`config.mk`:
```
export PLATFORM = sky130hd
export DESIGN_NAME = gerenciador_ativos_seq
export DESIGN_NICKNAME = d
export VERILOG_FILES = /design/src/rtl/gerenciador_ativos_seq.sv
export SDC_FILE = /design/constraint.sdc
export NUM_CORES = 1
export LEC_CHECK = 0
export BUFFER_PORTS_ARGS = -buffer_cell sky130_fd_sc_hd__buf_2
export CORE_MARGIN = 5
export CORE_UTILIZATION = 50
export CTS_CLUSTER_SIZE = 25
export DETAILED_ROUTE_END_ITERATION = 6
export PLACE_DENSITY = 0.71
export RECOVER_POWER = 100
export SLEW_MARGIN = 20
export SYNTH_ARGS = -nofsm -noshare
export SYNTH_HDL_FRONTEND = slang
export SYNTH_SLANG_ARGS = --single-unit
```
`constraint.sdc`:
```
create_clock -name clk -period 5.8 [get_ports clk]
set_clock_uncertainty 0.05 [all_clocks]
set_input_delay 0.58 -clock clk [delete_from_list [all_inputs] [get_ports clk]]
set_output_delay 0.58 -clock clk [all_outputs]
set_load 0.005 [all_outputs]
```
`src/rtl/gerenciador_ativos_seq.sv`:
```
//-----------------------------------------------------------------------------
// gerenciador_ativos_seq
//   Active-node slot manager. Keeps a table of NUM_NA node addresses with a
//   valid bitmap. An insert or remove request is accepted in idle. The table
//   is then scanned one slot per cycle from index 0. Completion is signalled
//   by a one-cycle pulse, and the bitmap is already updated when it appears.
//
// Ports
//   clk            : clock, rising edge
//   rst_n          : asynchronous active-low reset
//   atualizar_in   : insert request (sampled when pronto_out=1)
//   desativar_in   : remove request (sampled when pronto_out=1, wins over insert)
//   limpar_in      : synchronous clear of all slots, aborts any request
//   endereco_in    : node address of the request
//   pronto_out     : block is idle and accepts a request
//   habilitar_out  : valid bitmap, bit i = slot i active
//   slot_out       : slot of the last successful completion
//   concluido_out  : completion pulse
//   erro_out       : failure pulse, coincident with concluido_out
//   num_ativos_out : number of active slots
//   cheio_out      : all slots active
//   vazio_out      : no slot active
//-----------------------------------------------------------------------------
`default_nettype none

module gerenciador_ativos_seq #(
  parameter int NUM_NA     = 8,
  parameter int ADR_WIDTH  = 5,
  parameter int SLOT_WIDTH = 3
) (
  input  logic                  clk,
  input  logic                  rst_n,
  input  logic                  atualizar_in,
  input  logic                  desativar_in,
  input  logic                  limpar_in,
  input  logic [ADR_WIDTH-1:0]  endereco_in,
  output logic                  pronto_out,
  output logic [NUM_NA-1:0]     habilitar_out,
  output logic [SLOT_WIDTH-1:0] slot_out,
  output logic                  concluido_out,
  output logic                  erro_out,
  output logic [SLOT_WIDTH:0]   num_ativos_out,
  output logic                  cheio_out,
  output logic                  vazio_out
);

  typedef enum logic [1:0] {
    ST_IDLE       = 2'd0,
    ST_PROCURANDO = 2'd1,
    ST_FIM        = 2'd2
  } estado_t;

  estado_t estado, prox_estado;

  // Request context captured at acceptance
  logic                  op_remover;
  logic [ADR_WIDTH-1:0]  endereco_reg;
  logic [SLOT_WIDTH-1:0] idx;
  logic                  livre_achado;
  logic [SLOT_WIDTH-1:0] livre_slot;

  // Address table; contents only meaningful where the valid bit is set
  logic [ADR_WIDTH-1:0]  tabela [NUM_NA];

  // Scan decode of the slot under examination
  logic                  valido_atual;
  logic                  coincide;
  logic                  ultimo;
  logic                  livre_qualquer;
  logic [SLOT_WIDTH-1:0] livre_sel;

  // Control strobes from the next-state logic
  logic                  aceitar;
  logic                  avanca;
  logic                  concluir;
  logic                  falha;
  logic                  grava;
  logic                  limpa_bit;
  logic                  atualiza_slot;
  logic [SLOT_WIDTH-1:0] slot_novo;

  assign valido_atual = habilitar_out[idx];
  // Stale addresses in invalid slots are masked out by the valid bit
  assign coincide     = valido_atual && (tabela[idx] == endereco_reg);
  assign ultimo       = (idx == SLOT_WIDTH'(NUM_NA - 1));
  // Lowest free slot: an earlier recorded one, otherwise the current slot
  assign livre_qualquer = livre_achado || !valido_atual;
  assign livre_sel      = livre_achado ? livre_slot : idx;

  //---------------------------------------------------------------------------
  // State register
  //---------------------------------------------------------------------------
  always_ff @(posedge clk or negedge rst_n) begin
    if (!rst_n) begin
      estado <= ST_IDLE;
    end else begin
      estado <= prox_estado;
    end
  end

  //---------------------------------------------------------------------------
  // Next-state and control decode
  //---------------------------------------------------------------------------
  always_comb begin
    prox_estado   = estado;
    aceitar       = 1'b0;
    avanca        = 1'b0;
    concluir      = 1'b0;
    falha         = 1'b0;
    grava         = 1'b0;
    limpa_bit     = 1'b0;
    atualiza_slot = 1'b0;
    slot_novo     = idx;

    if (limpar_in) begin
      // Clear overrides everything, including a request presented this cycle
      prox_estado = ST_IDLE;
    end else begin
      case (estado)
        ST_IDLE: begin
          if (desativar_in || atualizar_in) begin
            aceitar     = 1'b1;
            prox_estado = ST_PROCURANDO;
          end
        end

        ST_PROCURANDO: begin
          if (coincide || ultimo) begin
            prox_estado = ST_FIM;
            concluir    = 1'b1;
            if (op_remover) begin
              if (coincide) begin
                limpa_bit     = 1'b1;
                atualiza_slot = 1'b1;
                slot_novo     = idx;
              end else begin
                falha = 1'b1;
              end
            end else begin
              if (coincide) begin
                // Duplicate insert: report the slot, no write
                atualiza_slot = 1'b1;
                slot_novo     = idx;
              end else if (livre_qualquer) begin
                grava         = 1'b1;
                atualiza_slot = 1'b1;
                slot_novo     = livre_sel;
              end else begin
                falha = 1'b1;
              end
            end
          end else begin
            avanca = 1'b1;
          end
        end

        ST_FIM: begin
          prox_estado = ST_IDLE;
        end

        default: begin
          prox_estado = ST_IDLE;
        end
      endcase
    end
  end

  //---------------------------------------------------------------------------
  // Datapath registers
  //---------------------------------------------------------------------------
  always_ff @(posedge clk or negedge rst_n) begin
    if (!rst_n) begin
      op_remover    <= 1'b0;
      endereco_reg  <= '0;
      idx           <= '0;
      livre_achado  <= 1'b0;
      livre_slot    <= '0;
      habilitar_out <= '0;
      slot_out      <= '0;
      concluido_out <= 1'b0;
      erro_out      <= 1'b0;
    end else begin
      // Pulses are registered at the transition into ST_FIM, so they are
      // high exactly during the ST_FIM cycle
      concluido_out <= concluir;
      erro_out      <= falha;

      if (limpar_in) begin
        habilitar_out <= '0;
      end else begin
        if (grava) begin
          habilitar_out[slot_novo] <= 1'b1;
        end
        if (limpa_bit) begin
          habilitar_out[idx] <= 1'b0;
        end
      end

      if (atualiza_slot) begin
        slot_out <= slot_novo;
      end

      if (aceitar) begin
        op_remover   <= desativar_in;
        endereco_reg <= endereco_in;
        idx          <= '0;
        livre_achado <= 1'b0;
      end else if (avanca) begin
        idx <= idx + 1'b1;
        if (!livre_achado && !valido_atual) begin
          livre_achado <= 1'b1;
          livre_slot   <= idx;
        end
      end
    end
  end

  // Address storage has no reset; validity is carried by habilitar_out
  always_ff @(posedge clk) begin
    if (grava) begin
      tabela[slot_novo] <= endereco_reg;
    end
  end

  //---------------------------------------------------------------------------
  // Status derived from the bitmap
  //---------------------------------------------------------------------------
  always_comb begin
    num_ativos_out = '0;
    for (int i = 0; i < NUM_NA; i++) begin
      num_ativos_out = num_ativos_out + (SLOT_WIDTH + 1)'(habilitar_out[i]);
    end
  end

  assign cheio_out  = (num_ativos_out == (SLOT_WIDTH + 1)'(NUM_NA));
  assign vazio_out  = (num_ativos_out == '0);
  assign pronto_out = (estado == ST_IDLE);

endmodule

`default_nettype wire

```
==> impl_metrics.csv <==
group,metric,value,unit
status,status,"finished clean",
detailed_routing,drtIter0Drc,272,
critical_path,critPathRequiredTime,5.99,ns
logic_synthesis,ys_ff_latch,68,
die,num_rows,30,
logic_synthesis,syn_inst,275,
critical_path,rr_endpoint,"slot_out[0]",
power_and_ir_drop,p_leak,1.49,nW
sta,hold_ws,0.412,ns
power_and_ir_drop,p_clk_frac,0.273,
cells_and_area,antenna_cells,0,
logic_synthesis,synth-edff-count,40,
die,ios,30,
detailed_routing,wirelength,7.26,mm
cells_and_area,mostFrequentLayoutCell,"edfxtp_1",
cts,hold_buffers,0,
cts,clkLatencyLatePin,0.35,ns
global_route,track_usage,0.178,
cells_and_area,most-common-layout-cells,"edfxtp_1 (40), dfrtp_1 (27), inv_1 (22), mux2i_1 (22), nand2_1 (19)",
die,chipHeight,93.5,um
power_and_ir_drop,p_per_area,384,nW/um2
sta,finalHoldViolCount,0,
detailed_routing,drtPass1Iterations,5,
power_and_ir_drop,swShare,0.350,
place,numPortBuffers,29,
global_route,grt_overflow_total,0,
global_route,grt_pass1_wl,11.7,mm
sta,min_period,4.22,ns
power_and_ir_drop,p_sw,0.513,mW
logic_synthesis,ys_top_cells_by_area,"edfxtp_1 (34%), dfrtp_1 (20%), mux2i_1 (6.3%)",
detailed_routing,vias,2321,
logic_synthesis,async_flop_share,0.412,
global_route,grt_max_degree,29,
die,coreArea,6790,um2
sta,worst_slew_pin_slew,1.47,ns
detailed_routing,ant_nets,0,
logic_synthesis,synth.net_count,294,
logic_synthesis,synth_ff_type,"edfxtp_1",
logic_synthesis,yosys.area.top_type,"edfxtp_1",
cells_and_area,area_delta_synth_final,9.33,%
logic_synthesis,syn_area,3490,um2
cells_and_area,final_net_count,323,
worst_hold_path,hold_class,"input port to register",
critical_path,cp-start-kind,"register",
critical_path,startpoint,"idx[1]",
sta,fin_setup_tns,0,ns
cts,post_cts.repair.setup_buffers,0,
critical_path,r2r-start,"idx[1]",
sta,setup_viol,0,
cts,clkSlewWorstSetupHoldPaths,0.08,ns
cells_and_area,largest_reg_flops,40,
detailed_routing,drc,0,
die,start_util,0.513,
cts,cts_root_buf,"clkbuf_8",
detailed_routing,via_per_inst,5.73,
critical_path,reg2reg_depth,7,
critical_path,cp.arrival,4.41,ns
logic_synthesis,ys_types,51,
critical_path,critPathKind,"register to register",
power_and_ir_drop,p_int,0.952,mW
critical_path,cp-endpoint,"slot_out[0]",
detailed_routing,wl_per_cell,17.9,um
logic_synthesis,synth.yosys.seq_area_share,0.545,
die,die_x,93.5,um
power_and_ir_drop,p_comb_frac,0.248,
flow_run,maxCapViolations,0,
critical_path,endpoint_kind,"register",
cts,cts_buffers,9,
cts,cts_tree,"yes",
die,design.die.area,8740,um2
critical_path,critPathMaxFanout,16,
logic_synthesis,yosysWarnings,0,
cts,clkSinkCount,68,
critical_path,r2r_slack,1.58,ns
cts,cts_resized,0,
cts,clock_path_buffers,2,
place,dpl.hpwl,5.15,mm
logic_synthesis,yosysTopAreaCellShare,0.344,
sta,grt_setup_unrepaired,"false",
sta,max_freq,237,MHz
power_and_ir_drop,vdd.ir_drop.worst,0.358,mV
sta,report.final.slew_viol_count,0,
sta,fin_crit_sh,0.727,
place,gp_congestion,0.862,
global_route,grt_antenna_before_repair,0,
logic_synthesis,synth_area_per_cell,12.7,um2
cts,htreeDepth,3,
power_and_ir_drop,p_seq_frac,0.478,
global_route,first_global_vias,2215,
sta,max_slew_margin,0.0184,
power_and_ir_drop,total_power,1.47,mW
cells_and_area,drive_gt1_frac,0.201,
[worst min path at each step]
stage / to / depth (start not counted) / startpoint
floorplan: concluido_out / 0 / rst_n
global route: endereco_reg[2] / 2 / endereco_in[2]
finish: endereco_reg[2] / 2 / endereco_in[2]
global placement: slot_out[0] / 1 / slot_out[0]
detailed placement: slot_out[2] / 1 / slot_out[2]
CTS: endereco_reg[4] / 1 / rst_n
[cells in the mapped netlist, types with 3 or more instances]
master	number
a211oi_1	7
a21oi_1	8
and3_1	4
buf_6	7
dfrtp_1	28
edfxtp_1	40
fa_1	4
ha_1	5
inv_1	22
mux2_2	10
mux2_4	3
mux2i_1	22
nand2_1	19
nand2b_1	6
nand3_1	5
nor2_1	12
nor2b_1	4
nor3_1	7
o21ai_0	5
o221a_2	6
o22ai_1	5
o41ai_1	6
or3_1	4
[cell families after synthesis]
kind of cell,Yosys count,synth area share
adder cells (fa/ha/maj),9,0.0409
buffers and inverters,34,0.0535
flip-flops,68,0.545
multiplexers,38,0.125
AO/OA/AOI/OAI,54,0.127
XOR/XNOR,2,0.00502
AND/OR/NAND/NOR,70,0.104
[worst max-delay path: stages (launching register included)]
cell and delay, ns:
dfrtp_1 0.76, nand2b_1 0.41, o32ai_1 0.19, or4_2 0.59, a221oi_1 0.63, nand3_1 0.59, a21oi_1 0.51, mux2_2 0.38
[layout make-up]
cell class                 instances  area, um2
clock buffer                       9        124
clock inverter                     7       80.1
fill                             584       2980
inverter                          22       82.6
multi-input combinational        173       1360
sequential                        68       1900
tap                               96        120
timing repair buffer              30        140
[stage by stage]
stage | instance area [um2] | instances | setup WS, ns | utilization
2_1_floorplan | 3490 | 275 | 2.27 | -
3_3_place_gp | 3660 | 389 | 2.10 | 0.538
3_5_place_dp | 3660 | 389 | 2.03 | 0.538
4_1_cts | 3860 | 405 | 1.65 | 0.568
5_1_grt | 3810 | 405 | 1.37 | 0.561
6_report | 3810 | 405 | 1.58 | 0.561
[power by group through the flow]
stage	Clock (mW)	Sequential [mW]	Combinational, mW
5_1_grt	0.431	0.715	0.399
4_1_cts	0.405	0.699	0.389
2_1_floorplan	0	0.619	0.408
3_3_place_gp	0	0.707	0.381
6_report	0.400	0.701	0.364
3_5_place_dp	0	0.710	0.386
[routing by layer]
metal	GRT usage	routed length [um]
met4	0.0586	68
met3	0.0451	470
met5	0	0
met1	0.244	3240
met2	0.278	3480
Power figures use the tool's default switching activity.
